## src/rtl/rx232_ctl.sv

```systemverilog
// rx232_ctl: collects four UART bytes into a frame with timeout and framing-error discard
module rx232_ctl #(
  parameter int TOUT_BITS = 20
) (
  input  logic       clk,
  input  logic       rst,
  input  logic       rxck,
  input  logic       rdone,
  input  logic [7:0] rxpd,
  input  logic       rferr,
  output logic [7:0] pd0,
  output logic [7:0] pd1,
  output logic [7:0] pd2,
  output logic [7:0] pd3,
  output logic       fvalid,
  output logic       tout,
  output logic       ferr,
  output logic       busy
);
  typedef enum logic {IDLE, COLLECT} state_t;
  localparam logic [7:0] TLIM = 8'(TOUT_BITS);
  state_t state, state_n;
  logic rxck_s0, rxck_s1, rdone_s0, rdone_s1;
  logic rck_st, byte_st;
  logic [1:0] cnt, cnt_n;
  logic [7:0] tmr, tmr_n;
  logic [2:0][7:0] sh, sh_n;
  logic [31:0] frame, frame_n;
  logic fv_n, to_n, fe_n;
  assign rck_st = rxck_s0 & ~rxck_s1;
  assign byte_st = rdone_s0 & ~rdone_s1;
  assign busy = state == COLLECT;
  assign {pd0, pd1, pd2, pd3} = frame;
  // edge-detect flops, frame state and registered output pulses
  always_ff @(posedge clk or posedge rst) begin
    if (rst) begin
      {rxck_s0, rxck_s1, rdone_s0, rdone_s1} <= '0;
      state <= IDLE;
      cnt <= '0;
      tmr <= '0;
      sh <= '0;
      frame <= '1;
      {fvalid, tout, ferr} <= '0;
    end else begin
      rxck_s0 <= rxck;
      rxck_s1 <= rxck_s0;
      rdone_s0 <= rdone;
      rdone_s1 <= rdone_s0;
      state <= state_n;
      cnt <= cnt_n;
      tmr <= tmr_n;
      sh <= sh_n;
      frame <= frame_n;
      {fvalid, tout, ferr} <= {fv_n, to_n, fe_n};
    end
  end
  // next state: a byte strobe always takes priority over a bit-clock strobe
  always_comb begin
    state_n = state;
    cnt_n = cnt;
    tmr_n = tmr;
    sh_n = sh;
    frame_n = frame;
    fv_n = 1'b0;
    to_n = 1'b0;
    fe_n = 1'b0;
    if (state == IDLE) begin
      if (byte_st && rferr) fe_n = 1'b1;
      else if (byte_st) begin
        sh_n[0] = rxpd;
        cnt_n = 2'd1;
        tmr_n = '0;
        state_n = COLLECT;
      end
    end else if (byte_st) begin
      tmr_n = '0;
      if (rferr) begin
        fe_n = 1'b1;
        cnt_n = '0;
        state_n = IDLE;
      end else if (cnt == 2'd3) begin
        frame_n = {sh[0], sh[1], sh[2], rxpd};
        fv_n = 1'b1;
        cnt_n = '0;
        state_n = IDLE;
      end else begin
        sh_n[cnt] = rxpd;
        cnt_n = cnt + 2'd1;
      end
    end else if (rck_st) begin
      if (tmr + 8'd1 == TLIM) begin
        to_n = 1'b1;
        cnt_n = '0;
        tmr_n = '0;
        state_n = IDLE;
      end else tmr_n = tmr + 8'd1;
    end
  end
endmodule

```

## config.mk

```make
export PLATFORM = sky130hd
export DESIGN_NAME = rx232_ctl
export DESIGN_NICKNAME = d
export VERILOG_FILES = /design/src/rtl/rx232_ctl.sv
export SDC_FILE = /design/constraint.sdc
export NUM_CORES = 1
export LEC_CHECK = 0
export ABC_AREA = 1
export CORE_MARGIN = 10
export CORE_UTILIZATION = 30
export DETAILED_ROUTE_END_ITERATION = 6
export PLACE_DENSITY = 0.46
export SLEW_MARGIN = 0
export SYNTH_ARGS = -nofsm -noshare
export SYNTH_HDL_FRONTEND = slang
export SYNTH_SLANG_ARGS = --single-unit
```

## constraint.sdc

```tcl
create_clock -name clk -period 2.7 [get_ports clk]
set_clock_uncertainty 0.15 [all_clocks]
set_input_delay 0.54 -clock clk [delete_from_list [all_inputs] [get_ports clk]]
set_output_delay 0.54 -clock clk [all_outputs]
set_load 0.01 [all_outputs]
```

Word level (Yosys, flattened, before mapping):

Cells that the tools add are included.

* $add $sub $neg: 2
* equal/unequal tests: 5
* order comparisons: 2
* bitwise gates (word level): 6
* reduce and logical (&&, ||, !) cells: 10
* mux-type cells: 43

Operators with widths (count)
* $mux 8: 13
* $bwmux 24: 1
* $mux 1: 20
* $demux 8 s2: 1
* $mux 2: 8
* $reduce_and 4->1: 4
* $add 8x1->8 const B: 1
* $eq 8x5->1 const B: 1
* $ne 2x2->1 const B: 3
* $reduce_bool 2->1: 3
* $not 1->1: 4
* $lt 2x3->1 const B: 1
* $reduce_and 3->1: 1
* $add 2x1->2 const B: 1
* $and 1x1->1: 2
* $eq 2x2->1 const B: 1
* $ge 2x1->1 const B: 1
* $logic_and 1x1->1: 2

* register bits: 74
* logic and storage cells: 82
* output and inout bits: 36
* input port bits: 13

Depth between registers and ports, before layout:

Gate-level depths: netlist of the first run.

* depth in word-level cells: 9
* depth in mapped cells: 12

Worst setup path after synthesis of the first run:

OpenSTA, ideal clock, no wires.

* kind: input to register
* from: input rferr
* to: register sh[16] in the netlist's numbering
* data arrival time: 1383 ps
* setup slack: 1048 ps
* setup time: 119 ps
* stages: 8
* path buffers: 1
* cells stage by stage: nor2_4 inv_2 or2_4 nor2_4 nand2_2 buf_6 nand2_1 o21ai_2

* word-level cells in the longest chain between the ends: 2

Ends and longest elaborated chain
* start: declaration: line 10 `input logic rferr,`
* $not 1->1 (no source line)
* $reduce_and 4->1 (no source line)
* end signal: assignment: line 52 `sh <= sh_n;`
* end: declaration: line 27 `logic [2:0][7:0] sh, sh_n;`

No other way between the ends.
A chain may end at the register's enable or synchronous reset.

Worst setup path after layout of the first run:

* from: register frame[22]
* to: output pd1[6]

RTL lines
* start: declaration: line 28 `logic [31:0] frame, frame_n;`
* start signal: assignment: line 53 `frame <= frame_n;`
* end: declaration: line 12 `output logic [7:0] pd1,`

No word-level cell between the ends.

==> results.toml, run 1 <==
[detailed_routing]
routed_via_density = 4.18
vias = 2144
wire_per_inst_um = 13.0
ant_nets = 0
drt_iter0_drc = 99
drc = 0
drt-pass1-iter-count = 4
totalWireLength_um = 6680

[cells_and_area]
syn_to_final_growth_pct = 27.3
insertedDiodeCount = 0
fillers = 1032
drive_above_1_share_pct = 17.6
final_util_pct = 39.4
layout.nets = 393

[sta]
slew_viol_final = 0
setup_tns_ns = 0
slew_headroom_pct = 25.4
fmax_ghz = 0.472
setup_viol = 0
rsz0062_at_grt = "false"
worst_pin_slew_ns = 1.11
min_period_over_period_pct = 78.5
holdWs_ns = 0.232
period_needed_ns = 2.12
finalHoldViolCount = 0

[yosys]
yosys-top-cells-area = "dfrtp_1 35%, dfstp_2 28%, nand2_1 16%, o21ai_0 4.0%, inv_1 3.2%"
synth_cell_type_count = 25
ys_async_sr_fraction_pct = 100
synth_ff_type = "dfrtp_1"
synth_edf_count = 0
synth_top_area_share_pct = 34.6
yosysMostFrequentCell = "nand2_1"
post_synth.cell_area_avg_um2 = 9.44
synth_area_leader_cell = "dfrtp_1"
synth_fp_nets = 340
syn_area_um2 = 3040
ys_ff_latch = 74
synth_common_cells = "133 x nand2_1, 42 x dfrtp_1, 32 x dfstp_2"
seq_area_frac_synth_pct = 62.2
yosysWarnings = 0
synth_cells = 322

[floorplan]
rows = 36
start_util_pct = 31.0
dieWidth_um = 121
fp.dieH_um = 121
die-area_um2 = 14600
io_pins = 49
core-area_um2 = 9820

[critical_path]
startpoint_type = "flop"
cp_top_family = "flip-flops"
crit_slowest_cell = "dfstp_2"
critPathBufInv = 1
cpPeakStageDelay_ns = 0.55
crit_type = "reg2out"
r2r-start = "cnt[0]$_DFFE_PP0P_"
crit_fanout = 2
crit_chain = "clkdlybuf4s50_1"
cp.arrival_ns = 1.43
required_ns = 2.01
rrSetupSlack_ns = 0.60
worstReg2RegEnd = "sh[6]$_DFFE_PP0P_"
rr_worst_depth = 4
startpoint = "frame[22]$_DFFE_PP1P_"
critPathCaptureType = "output port"

[clocking]
postCtsSetupRepairBufs = 0
cts_buffer_depth = 2
cts_max_level = 3
cts_tree = "built"
clkTransAtPathRegs_ns = 0.08
clk-insertion-delay-late_ns = 0.34
cts_hold_buf = 0
clock_sinks = 74
ctsRootBufferMaster = "clkbuf_8"
cts_resized = 0
cts_buffers = 9

[run]
drv_cap = 0

[global_routing]
antenna_found_initial = 0
grt_remaining_overflow = 0
grt_max_degree = 75
grt_pass1_wl_um = 11100
grtUsageTotal_pct = 9.61
first_global_vias = 2142

[outcome]
outcome = "completed"

[placement]
port_buffers = 48
place_congestion = 0.749
dp_hpwl_um = 4600

[min_path]
whs_path_depth = 0
hp-class = "reg2reg"
min_to = "rxck_s1$_DFF_PP0_"
hold_start = "rxck_s0$_DFF_PP0_"

[power_and_ir_drop]
peakVddDrop_mv = 0.281
p_leak_uw = 0.00176
power_uw = 2670
powerDensity_nw_per_um2 = 689
==> per-stage QoR <==
| stage | instance area, um2 | setup WS, ns | cells |
|---|---|---|---|
| finish | 3870 | 0.580 | 513 |
| global placement | 3670 | 0.271 | 497 |
| detailed placement | 3670 | 0.263 | 497 |
| floorplan | 3040 | 0.181 | 322 |
| CTS | 3870 | 0.547 | 513 |
| global route | 3870 | 0.307 | 513 |
==> report_power, final <==
part | switching [uW] | internal (uW)
clock network | 421 | 460
logic | 196 | 179
registers | 106 | 1310
==> per-layer routing <==
metal	GRT usage, %	part of all wire [%]
met3	3.54	6.6
met5	0	0
met2	13.6	43
met4	3.85	1.4
met1	12.9	49
==> kinds of logic (layout without fill, tap and decap cells) <==
family | after synthesis | count (layout) | share of synthesized area [%]
DFF | 74 | 74 | 62.2
AOI/OAI and AO/OA | 44 | 44 | 8.52
xor gates and xnor gates | 3 | 3 | 0.865
buffers and inverters | 36 | 94 | 5.10
and+or+nand+nor | 160 | 160 | 21.2
adders and majority gates | 5 | 5 | 2.06
==> cells in the final DEF, fill, tap and decap left out, types with 3 or more instances in the layout <==
cell type	Yosys	layout
clkbuf_8	0	10
o21ai_1	8	8
o21ai_0	24	24
nand3_1	6	6
nand2_2	3	3
dfstp_2	32	32
dfrtp_1	42	42
ha_1	5	5
nand2_1	133	133
nor2_1	11	11
clkdlybuf4s50_1	0	48
inv_1	26	25
o21ai_2	8	8
==> final cells by class <==
class                      count  area [um2]  share of cell area (%)
clock buffer                  11         141                    3.65
clock inverter                 5        61.3                    1.58
inverter                      27         101                    2.62
multi-input combinational    212         992                    25.6
sequential                    74        1890                    48.9
tap                          133         166                    4.30
timing repair buffer          51         515                    13.3
==> flip-flops by register name, summed over array words and instances (netlist names), 2 cells and up <==
name and count:
tmr 8, cnt 2, sh 24, frame 32
==> how the worst max path moves through the flow <==
stage	endpoint	slack (ns)	cells past startpoint
global route	sh[6]$_DFFE_PP0P_	0.31	4
global placement	frame[24]$_DFFE_PP1P_	0.27	8
CTS	pd0[3]	0.55	1
finish	pd1[6]	0.58	1
floorplan	busy$_DFF_PP0_	0.18	1
detailed placement	frame[9]$_DFFE_PP1P_	0.26	8
Note: power is estimated with default switching activity, not from simulation.
==> run 2: changes to the inputs <==
- clock period: 2.7 -> 2.2 ns (I/O delays scaled with it)
==> run 2 against run 1 <==
Utilization increased by 0.41 points. Highest routed layer unchanged. Critical endpoint unchanged. Power rose by 23%. Sequential cell count unchanged.
==> results.toml, run 2 (synthesis gave the netlist of run 1 again) <==
[detailed_routing]
wl_met2_um = 2920
ant_nets = 0
drt-pass1-iter-count = 4
met3_length_um = 404
wl_met1_um = 3310
drc = 0
routed_via_density = 4.28
vias = 2212
drt_iter0_drc = 70
wire_per_inst_um = 13.1
totalWireLength_um = 6760
highest_layer = "met4"

[global_routing]
first_global_vias = 2354
grtUsageTotal_pct = 9.96
grt_max_degree = 39
grt_remaining_overflow = 0
grt_pass1_wl_um = 11700
antenna_found_initial = 0

[critical_path]
cp.arrival_ns = 1.43
cpPeakStageDelay_ns = 0.56
worstReg2RegEnd = "cnt[1]$_DFFE_PP0P_"
startpoint_type = "flop"
crit_slowest_cell = "clkdlybuf4s50_1"
rrSetupSlack_ns = 0.44
crit_type = "reg2out"
critPathBufInv = 1
cp-endpoint = "pd1[6]"
r2r-start = "tmr[0]$_DFFE_PP0P_"
startpoint = "frame[22]$_DFFE_PP1P_"
crit_fanout = 2
crit_chain = "clkdlybuf4s50_1"
cp_top_family = "buffers and inverters"
crit_cells = 1
rr_worst_depth = 12
required_ns = 1.61
critPathCaptureType = "output port"

[cells_and_area]
final_common_cell = "nand2_1"
fillers = 1079
layout.nets = 397
final_area_um2 = 3910
mostFrequentLayoutCells = "133 x nand2_1, 48 x clkdlybuf4s50_1, 42 x dfrtp_1"
insertedDiodeCount = 0
regMostFlops = "frame"
top_regs = "frame (32), sh (24), tmr (8)"
drive_above_1_share_pct = 18.2
largest_register_ff_count = 32
syn_to_final_growth_pct = 28.7

[power_and_ir_drop]
powerDensity_nw_per_um2 = 837
p_leak_uw = 0.00177
peakVddDrop_mv = 0.374

[sta]
slew_headroom_pct = 65.7
rsz0062_at_grt = "false"
min_period_over_period_pct = 91.9
fmax_ghz = 0.495
finalHoldViolCount = 0
worst_pin_slew_ns = 0.513
period_needed_ns = 2.02
slew_viol_final = 0
setup_tns_ns = 0
setup_viol = 0

[run]
drv_cap = 0

[clocking]
cts_max_level = 3
cts_hold_buf = 0
cts_resized = 0
clock_sinks = 74
clkTransAtPathRegs_ns = 0.07
postCtsSetupRepairBufs = 0
cts_buffer_depth = 2
cts_tree = "built"
cts_buffers = 9
clk-insertion-delay-late_ns = 0.34
ctsRootBufferMaster = "clkbuf_8"

[floorplan]
io_pins = 49
rows = 36
dieWidth_um = 121
fp.dieH_um = 121
start_util_pct = 31.0
die-area_um2 = 14600
core-area_um2 = 9820

[placement]
dp_hpwl_um = 4860
postPlaceCellArea_um2 = 3710
place_congestion = 0.777
port_buffers = 48

[min_path]
hp-class = "reg2reg"

[outcome]
outcome = "completed"
run 2: cell count changes in the layout (fill, tap and decap cells not counted):
cell,before,now
inv_6,2,1
buf_12,1,2
inv_2,2,1
clkinv_4,1,0
clkbuf_1,1,2
clkinvlp_4,0,2
buf_4,2,5
run 2: worst min path at each step:
stage / start / slack, ns / to / depth (start not counted)
2_1_floorplan: rxck_s0$_DFF_PP0_ / 0.20 / rxck_s1$_DFF_PP0_ / 0
3_3_place_gp: rxck_s0$_DFF_PP0_ / 0.21 / rxck_s1$_DFF_PP0_ / 0
3_5_place_dp: rxck_s0$_DFF_PP0_ / 0.21 / rxck_s1$_DFF_PP0_ / 0
4_1_cts: rxck_s0$_DFF_PP0_ / 0.23 / rxck_s1$_DFF_PP0_ / 0
5_1_grt: rxck_s0$_DFF_PP0_ / 0.26 / rxck_s1$_DFF_PP0_ / 0
6_report: rxck_s0$_DFF_PP0_ / 0.23 / rxck_s1$_DFF_PP0_ / 0
run 2: through the flow:
stage	power (uW)	cells	hold slack [ns]	worst slack, ns	util, %
6_report	3270	517	0.228	0.178	39.8
5_1_grt	3500	517	0.255	0.118	39.8
4_1_cts	3340	517	0.231	0.154	39.8
3_5_place_dp	2240	501	0.213	0.0707	37.8
3_3_place_gp	2240	501	0.209	0.0809	37.8
2_1_floorplan	2030	322	0.204	0.615	-
run 2: final cells by class:
type | instances | area, um2 | share of cell area [%]
Clock inverter | 4 | 51.3 | 1.31
Clock buffer | 12 | 145 | 3.71
Sequential cell | 74 | 1890 | 48.4
Timing Repair Buffer | 55 | 558 | 14.3
Tap cell | 133 | 166 | 4.26
Multi-Input combinational cell | 212 | 992 | 25.4
Inverter | 27 | 105 | 2.69
run 2: report_power, final:
part | switching [uW] | internal, uW | total, uW
logic | 238 | 227 | 465
registers | 135 | 1600 | 1740
clock network | 510 | 559 | 1070
total | 884 | 2390 | 3270
run 2: metal layers:
metal | vias to the layer above | global-route usage [%]
met1 | 1038 | 12.7
li1 | 1124 | -
met4 | 0 | 4.52
met5 | - | 0
met3 | 10 | 3.58
met2 | 40 | 14.7
==> run 3: changes to the inputs <==
- CAP_MARGIN: not set -> 10
- CORE_UTILIZATION: 30 -> 35
- PLACE_DENSITY: 0.46 -> 0.52
==> run 3 against run 2 <==
Final cell count down 5.2%. Utilization up 6.6 points. Critical endpoint is now pd3[5]. Fmax up 0.86%. Design area down 0.96%. Sequential cell count unchanged. Worst setup slack better by 0.017 ns. Wire length down 2.7%.
==> results.toml, run 3 (synthesis gave the netlist of run 1 again) <==
[critical_path]
crit_cells = 1
rr_worst_depth = 12
cpPeakStageDelay_ns = 0.55
startpoint_type = "flop"
crit_slowest_cell = "dfstp_2"
critPathCaptureType = "output port"
crit_fanout = 2
crit_type = "reg2out"
crit_chain = "clkdlybuf4s50_1"
cp.arrival_ns = 1.41
cp_top_family = "flip-flops"
critPathBufInv = 1
required_ns = 1.61

[detailed_routing]
ant_nets = 0
drt_iter0_drc = 128
drc = 0
drt-pass1-iter-count = 6
routed_via_density = 4.58
vias = 2242
totalWireLength_um = 6580
wire_per_inst_um = 13.4

[sta]
worst_pin_slew_ns = 0.517
fmax_ghz = 0.499
slew_headroom_pct = 65.4
rsz0062_at_grt = "false"
period_needed_ns = 2.00
min_period_over_period_pct = 91.1
setup_tns_ns = 0
holdWs_ns = 0.234
finalHoldViolCount = 0
slew_viol_final = 0
setup_viol = 0

[clocking]
clock_sinks = 74
cts_buffers = 9
postCtsSetupRepairBufs = 0
cts_buffer_depth = 2
clk-insertion-delay-late_ns = 0.33
ctsRootBufferMaster = "clkbuf_8"
cts_max_level = 3
cts_resized = 0
cts_tree = "built"
clkTransAtPathRegs_ns = 0.08
cts_hold_buf = 0

[min_path]
whs_path_depth = 0
hp-class = "reg2reg"

[global_routing]
first_global_vias = 2261
antenna_found_initial = 0
grtUsageTotal_pct = 10.7
grt_pass1_wl_um = 11200
grt_remaining_overflow = 0
grt_max_degree = 37
grtUsageMet1_pct = 13.8
grt-busiest-layer = "met2"
gr-usage-met3_pct = 3.75
use_met2_pct = 15.7

[floorplan]
io_pins = 49
fp.dieH_um = 113
rows = 33
core-area_um2 = 8340
start_util_pct = 36.4
die-area_um2 = 12800
dieWidth_um = 113

[cells_and_area]
top_regs = "frame (32), sh (24), tmr (8)"
drive_above_1_share_pct = 18.4
final_common_cell = "nand2_1"
insertedDiodeCount = 0
stdcell_count = 490
final-seq-area_um2 = 1890
multiInputGateArea_um2 = 992
fillers = 832
syn_to_final_growth_pct = 27.4
regMostFlops = "frame"
final_area_um2 = 3870
largest_register_ff_count = 32
mostFrequentLayoutCells = "133 x nand2_1, 48 x clkdlybuf4s50_1, 42 x dfrtp_1"
layout.nets = 398

[outcome]
outcome = "completed"

[placement]
postPlaceCellArea_um2 = 3700
dp_hpwl_um = 4820
place_congestion = 0.778
dp.cells = 474
port_buffers = 48

[run]
drv_cap = 0

[power_and_ir_drop]
powerDensity_nw_per_um2 = 810
peakVddDrop_mv = 0.328
p_leak_uw = 0.00177
run 3: cell count changes in the layout (fill, tap and decap cells not counted):
cell,change
clkinv_4,+1
bufinv_16,-1
clkinvlp_4,+1
inv_6,-1
buf_12,+1
run 3: report_power, final:
group | total (uW) | internal (uW) | switching (uW)
logic | 474 | 229 | 245
registers | 1740 | 1600 | 134
clock network | 927 | 441 | 486
total | 3140 | 2270 | 864
run 3: path summary, 6_finish.rpt:
| path | from | to | slack (ns) |
|---|---|---|---|
| hold / removal | rxck_s0$_DFF_PP0_ | rxck_s1$_DFF_PP0_ | 0.23 |
| max in group asynchronous | rst | frame[5]$_DFFE_PP1P_ | 1.03 |
| hold reg to reg | rxck_s0$_DFF_PP0_ | rxck_s1$_DFF_PP0_ | 0.23 |
| setup reg to reg | tmr[1]$_DFFE_PP0P_ | cnt[0]$_DFFE_PP0P_ | 0.38 |
| setup / recovery | frame[5]$_DFFE_PP1P_ | pd3[5] | 0.20 |
| min in group asynchronous | rst | tmr[4]$_DFFE_PP0P_ | 0.31 |
run 3: metrics by stage:
step / total power (uW) / utilization [%] / worst slack, ns
2_1_floorplan: 2030 / - / 0.615
3_3_place_gp: 2230 / 44.3 / 0.0951
3_5_place_dp: 2240 / 44.3 / 0.0584
4_1_cts: 3180 / 46.4 / 0.169
5_1_grt: 3350 / 46.4 / 0.124
6_report: 3140 / 46.4 / 0.195
run 3: cell type report:
| cell class | instances | share of cell area (%) |
|---|---|---|
| Sequential cell | 74 | 48.9 |
| Clock buffer | 12 | 3.75 |
| Tap cell | 105 | 3.39 |
| Clock inverter | 4 | 0.743 |
| Multi-Input combinational cell | 212 | 25.6 |
| Timing Repair Buffer | 56 | 14.9 |
| Inverter | 27 | 2.71 |
run 3: per-layer routing:
| layer | part of all wire (%) | vias to the layer above | wire (um) |
|---|---|---|---|
| met3 | 6.9 | 5 | 454 |
| met5 | 0 | - | 0 |
| met1 | 48 | 1041 | 3170 |
| met2 | 44 | 68 | 2870 |
| li1 | - | 1128 | - |
| met4 | 1.4 | 0 | 95 |
